File: src/rtl/tlp_snoop_arb.sv
// tlp_snoop_arb
//   Packet-atomic round-robin arbiter that drains the RX-snoop and TX-snoop
//   first-word-fall-through FIFOs into a single 64-bit stream for the NetTLP
//   encapsulator. Each packet carries a direction tag plus the TLP length/tag
//   captured from its first beat. Packets that reach MAX_BEATS without tlast
//   are cut short (last beat forced) and their remainder is drained silently.
//
// Ports
//   pcie_clk, pcie_rst        clock, asynchronous active-high reset
//   snoop_en[1:0]             bit0 RX enable, bit1 TX enable (sampled at grant)
//   rx_* / tx_*               FIFO head (empty, data, keep, last, len, tag), pop
//   m_t*                      output stream with dir/len/tag sideband
//   busy                      arbiter is not idle
//   rx_pkt_cnt, tx_pkt_cnt    saturating forwarded-packet counters
//   trunc_cnt                 saturating truncated-packet counter
module tlp_snoop_arb #(
    parameter int unsigned MAX_BEATS = 514,
    parameter int unsigned CNT_W     = 32
) (
    input  logic             pcie_clk,
    input  logic             pcie_rst,
    input  logic [1:0]       snoop_en,

    input  logic             rx_empty,
    output logic             rx_rd_en,
    input  logic [63:0]      rx_tdata,
    input  logic [7:0]       rx_tkeep,
    input  logic             rx_tlast,
    input  logic [10:0]      rx_tlp_len,
    input  logic [7:0]       rx_tlp_tag,

    input  logic             tx_empty,
    output logic             tx_rd_en,
    input  logic [63:0]      tx_tdata,
    input  logic [7:0]       tx_tkeep,
    input  logic             tx_tlast,
    input  logic [10:0]      tx_tlp_len,
    input  logic [7:0]       tx_tlp_tag,

    output logic             m_tvalid,
    input  logic             m_tready,
    output logic [63:0]      m_tdata,
    output logic [7:0]       m_tkeep,
    output logic             m_tlast,
    output logic             m_tdir,
    output logic [10:0]      m_tlp_len,
    output logic [7:0]       m_tlp_tag,

    output logic             busy,
    output logic [CNT_W-1:0] rx_pkt_cnt,
    output logic [CNT_W-1:0] tx_pkt_cnt,
    output logic [CNT_W-1:0] trunc_cnt
);

    localparam int unsigned BW = $clog2(MAX_BEATS + 1);

    typedef enum logic [1:0] {StIdle, StXfer, StDrain} state_t;

    state_t           state_q, state_d;
    logic             dir_q;          // 0 = RX, 1 = TX
    logic             last_grant_q;
    logic [10:0]      len_q;
    logic [7:0]       tag_q;
    logic [BW-1:0]    beat_q;

    logic             m_tvalid_q, m_tlast_q, m_tdir_q;
    logic [63:0]      m_tdata_q;
    logic [7:0]       m_tkeep_q;
    logic [10:0]      m_tlp_len_q;
    logic [7:0]       m_tlp_tag_q;
    logic [CNT_W-1:0] rx_cnt_q, tx_cnt_q, trunc_cnt_q;

    // Selected (granted) FIFO head
    logic             sel_empty, sel_tlast;
    logic [63:0]      sel_tdata;
    logic [7:0]       sel_tkeep;

    logic             adv, pop, rx_elig, tx_elig, grant, grant_dir;
    logic             beat_limit, xfer_pop, pkt_done, pkt_trunc;

    assign sel_empty = dir_q ? tx_empty : rx_empty;
    assign sel_tlast = dir_q ? tx_tlast : rx_tlast;
    assign sel_tdata = dir_q ? tx_tdata : rx_tdata;
    assign sel_tkeep = dir_q ? tx_tkeep : rx_tkeep;

    assign adv        = !m_tvalid_q || m_tready;
    assign rx_elig    = !rx_empty && snoop_en[0];
    assign tx_elig    = !tx_empty && snoop_en[1];
    // The beat being popped now is number beat_q + 1.
    assign beat_limit = (beat_q == BW'(MAX_BEATS - 1));

    always_comb begin
        state_d   = state_q;
        pop       = 1'b0;
        grant     = 1'b0;
        grant_dir = 1'b0;
        unique case (state_q)
            StIdle: begin
                if (rx_elig || tx_elig) begin
                    grant = 1'b1;
                    if (rx_elig && tx_elig) grant_dir = !last_grant_q;
                    else                    grant_dir = tx_elig;
                    state_d = StXfer;
                end
            end
            StXfer: begin
                pop = !sel_empty && adv;
                if (pop) begin
                    if (sel_tlast)       state_d = StIdle;
                    else if (beat_limit) state_d = StDrain;
                end
            end
            StDrain: begin
                // Discard remainder without waiting on the output stage.
                pop = !sel_empty;
                if (pop && sel_tlast) state_d = StIdle;
            end
            default: state_d = StIdle;
        endcase
    end

    assign xfer_pop  = (state_q == StXfer) && pop;
    assign pkt_done  = xfer_pop && sel_tlast;
    assign pkt_trunc = xfer_pop && !sel_tlast && beat_limit;

    assign rx_rd_en = pop && !dir_q;
    assign tx_rd_en = pop && dir_q;

    always_ff @(posedge pcie_clk or posedge pcie_rst) begin
        if (pcie_rst) begin
            state_q      <= StIdle;
            dir_q        <= 1'b0;
            last_grant_q <= 1'b1;     // TX, so RX wins the first tie
            len_q        <= '0;
            tag_q        <= '0;
            beat_q       <= '0;
        end else begin
            state_q <= state_d;
            if (grant) begin
                dir_q        <= grant_dir;
                last_grant_q <= grant_dir;
                len_q        <= grant_dir ? tx_tlp_len : rx_tlp_len;
                tag_q        <= grant_dir ? tx_tlp_tag : rx_tlp_tag;
                beat_q       <= '0;
            end else if (xfer_pop) begin
                beat_q <= beat_q + BW'(1);
            end
        end
    end

    // Single-register output stage.
    always_ff @(posedge pcie_clk or posedge pcie_rst) begin
        if (pcie_rst) begin
            m_tvalid_q  <= 1'b0;
            m_tdata_q   <= '0;
            m_tkeep_q   <= '0;
            m_tlast_q   <= 1'b0;
            m_tdir_q    <= 1'b0;
            m_tlp_len_q <= '0;
            m_tlp_tag_q <= '0;
        end else if (xfer_pop) begin
            m_tvalid_q  <= 1'b1;
            m_tdata_q   <= sel_tdata;
            m_tkeep_q   <= sel_tkeep;
            m_tlast_q   <= sel_tlast || beat_limit;
            m_tdir_q    <= dir_q;
            m_tlp_len_q <= len_q;
            m_tlp_tag_q <= tag_q;
        end else if (m_tready) begin
            m_tvalid_q <= 1'b0;
        end
    end

    // Saturating statistics.
    always_ff @(posedge pcie_clk or posedge pcie_rst) begin
        if (pcie_rst) begin
            rx_cnt_q    <= '0;
            tx_cnt_q    <= '0;
            trunc_cnt_q <= '0;
        end else begin
            if (pkt_done && !dir_q && rx_cnt_q != '1) rx_cnt_q <= rx_cnt_q + CNT_W'(1);
            if (pkt_done && dir_q && tx_cnt_q != '1)  tx_cnt_q <= tx_cnt_q + CNT_W'(1);
            if (pkt_trunc && trunc_cnt_q != '1)       trunc_cnt_q <= trunc_cnt_q + CNT_W'(1);
        end
    end

    assign m_tvalid   = m_tvalid_q;
    assign m_tdata    = m_tdata_q;
    assign m_tkeep    = m_tkeep_q;
    assign m_tlast    = m_tlast_q;
    assign m_tdir     = m_tdir_q;
    assign m_tlp_len  = m_tlp_len_q;
    assign m_tlp_tag  = m_tlp_tag_q;
    assign busy       = (state_q != StIdle);
    assign rx_pkt_cnt = rx_cnt_q;
    assign tx_pkt_cnt = tx_cnt_q;
    assign trunc_cnt  = trunc_cnt_q;

endmodule

File: config.mk
export PLATFORM = sky130hd
export DESIGN_NAME = tlp_snoop_arb
export DESIGN_NICKNAME = d
export VERILOG_FILES = /design/src/rtl/tlp_snoop_arb.sv
export SDC_FILE = /design/constraint.sdc
export NUM_CORES = 1
export LEC_CHECK = 0
export BUFFER_PORTS_ARGS = -buffer_cell sky130_fd_sc_hd__buf_2
export CAP_MARGIN = 20
export CORE_MARGIN = 4
export CORE_UTILIZATION = 40
export CTS_CLUSTER_DIAMETER = 40
export DETAILED_ROUTE_END_ITERATION = 8
export MAX_ROUTING_LAYER = met4
export PLACE_DENSITY = 0.67
export RECOVER_POWER = 25
export SYNTH_ARGS = -nofsm -noshare
export SYNTH_HDL_FRONTEND = slang
export SYNTH_SLANG_ARGS = --single-unit
File: constraint.sdc
create_clock -name pcie_clk -period 7.6 [get_ports pcie_clk]
set_input_delay 0.38 -clock pcie_clk [delete_from_list [all_inputs] [get_ports pcie_clk]]
set_output_delay 0.38 -clock pcie_clk [all_outputs]
set_load 0.05 [all_outputs]
==> out/metrics.cfg <==
[worst_setup_path]
critPathSlowestCell=clkinvlp_2
reg2reg_from=dir_q
required_ns=8.02
crit_chain=buf_2 > clkinvlp_2 > buf_4
arrival_ns=3.88
endpoint_kind=async pin
cp-startpoint=pcie_rst
critPathKind=primary input to async pin
path_max_fanout=92
worst_setup_path_start_kind=primary input
critPathMaxStageDelay_ns=2.32

[floorplan]
die-area_sq_um=28400
core.rowCount=58
chipWidth_um=168
coreArea_sq_um=25300
fp.dieH_um=168
ios=384
initial_core_util=0.408

[layout]
antennaDiodeCount=0
syn_to_final_growth_pct=32.9
final_cells=1737
drive_gt1_frac=0.300
fin_nets=1579

[detailed_routing]
drc_errors=0
drt-vias-per-instance=4.95
drt_iter0_markers=543
vias=8593
antenna_left=0
finalWirelength_mm=28.7
firstDrtPassIters=5
wire_per_inst_um=16.5

[timing]
fin_crit_ns=3.46
final.setup_skew_ns=0.0160
maxSlewViolCount=93
setup_tns_ns=0
hold_ws_ns=0.165
rsz0062_at_grt=false
hold_viol_final=0
fmax_mhz=289
setup_viol=0
relSlewSlack=-1.80
period_share=0.455
tightestPinTransition_ns=4.17

[logic_synthesis]
ys_seq_elements=223
synthDistinctLibCells=49
synthFlopType=dfrtp_1
netlist_top_cells_count=dfrtp_1 (222), nand2_1 (206), o21ai_0 (94)
synth_xor_area_frac=0.0859
synth_compound_area_frac=0.0618
yosysSeqAreaShare=0.542
synth_cells=995
syn_nets=1194
synth_top_area_frac=0.539
synthTopCellsByArea=dfrtp_1 (54%), mux2i_1 (8.9%), nand2_1 (7.5%), xnor2_1 (5.0%), o21ai_0 (4.6%)
synth_simple_gate_area_share=0.185
synthArstFlopShare=1.00
synth_top_family_by_area=simple AND/OR/NAND/NOR gates
postSynthAreaPerCell_sq_um=10.4
synthMuxAreaShare=0.0938
synth_adder_area_share=0.00972
synth_most_common_cell=dfrtp_1
synth_area_sq_um=10300
yosys.area.top_type=dfrtp_1
synth_edf_count=0
yosysWarnings=0

[flow_run]
drv_cap=1

[placed_design]
dp.cells=1672
place_hpwl_mm=21.1
portBuffers=383
gp_congestion=0.883

[clock_network]
cts-hold-fix-buffers=0
cts_buffer_depth=3
cts.clk_slew.worst_paths_ns=0.05
post_cts_buffers=0
root_buffer=clkbuf_16
cts-buffers-inserted=36
cts_htree_levels=2
insertion_delay_ns=0.50
clock-sinks=223
post_cts_resized=0
cts_tree=done

[grt]
grt_first_pass_wirelength_mm=44.9
antenna_found_initial=0
grt_pass1_vias=8435
track_usage=0.200
grt-ovfl-total=0
grt_max_degree=93

[status]
status=finished with violations
violations=max-capacitance violations, max-slew violations

[hold_path]
timing.hold.worst.class=primary input to flip-flop
worstHoldStart=rx_tkeep[2]

[power_and_ir_drop]
powerDensity_nw_per_um2=391
ir_drop_mv=0.237
p_leak_uw=0.00698
finalPower_uw=5350

-- path summary, 6_finish.rpt --
path / end / slack [ns] / cells past startpoint
min in group asynchronous: rx_pkt_cnt[14] / 1.14 / 2
worst max-delay path: dir_q / 4.14 / 3
max in group pcie_clk: trunc_cnt[31] / 4.26 / 6
worst max register to register: trunc_cnt[31] / 4.26 / 6
worst min-delay path: m_tkeep[2] / 0.17 / 3
worst min register to register: m_tlp_len[1] / 0.45 / 2
-- sequential cells by signal, indices dropped and copies added (netlist names) --
signal	flops
beat_q	10
dir_q	1
last_grant_q	1
len_q	11
m_tdata	64
m_tdir	1
m_tkeep	8
m_tlast	1
m_tlp_len	11
m_tlp_tag	8
m_tvalid	1
rx_pkt_cnt	32
state_q	2
tag_q	8
trunc_cnt	32
tx_pkt_cnt	32
-- report_power, final --
group	switching [uW]	internal (uW)	leakage [uW]	total (uW)
combinational	1500	485	0.00345	1980
clock	576	1080	0.000611	1660
sequential	216	1500	0.00291	1710
total	2290	3070	0.00698	5350
-- layout by cell type (no fill, tap or decap), types with 14 or more instances in the layout --
master     Yosys  final
dfrtp_1      222    221
nor2_1        46     46
nand2_1      206    206
nand4_1       41     41
mux2i_1       92     92
buf_2          3    329
nand3_1       32     32
xor2_1        42     42
nor3_1        17     17
clkbuf_16      0     38
and3_1        14     14
xnor2_1       59     59
clkbuf_1      31     59
o21ai_0       94     94
-- metal layers --
metal	vias to the layer above	part of all wire	track usage
li1	4182	-	-
met1	4056	0.43	0.260
met2	303	0.48	0.320
met4	0	0.023	0.0547
met5	-	0	-
met3	52	0.068	0.0416
-- cells by family after synthesis --
logic type / after synthesis
compound gates: 111
flops: 223
fa+ha+maj: 8
mux: 95
simple gates: 401
buf+inv: 56
xor+xnor: 101
-- final cells by class --
| type | instances | area, sq um |
|---|---|---|
| multi-input combinational | 716 | 4500 |
| clock inverter | 20 | 235 |
| fill | 2338 | 11600 |
| tap | 330 | 413 |
| sequential | 223 | 5590 |
| timing repair buffer | 390 | 1900 |
| inverter | 13 | 50.0 |
| clock buffer | 45 | 1010 |
-- per-stage QoR --
step	worst slack, ns	utilization	instance area, sq um
2_1_floorplan	1.12	-	10300
3_3_place_gp	4.32	0.496	12500
3_5_place_dp	4.22	0.496	12500
4_1_cts	4.20	0.545	13800
5_1_grt	3.31	0.542	13700
6_report	4.14	0.542	13700
-- worst max-delay path: cells and delay by family --
kind / cells / cell delay (ns)
buf+inv: 3 / 3.39
No activity file was read; power rests on OpenSTA's default activity.
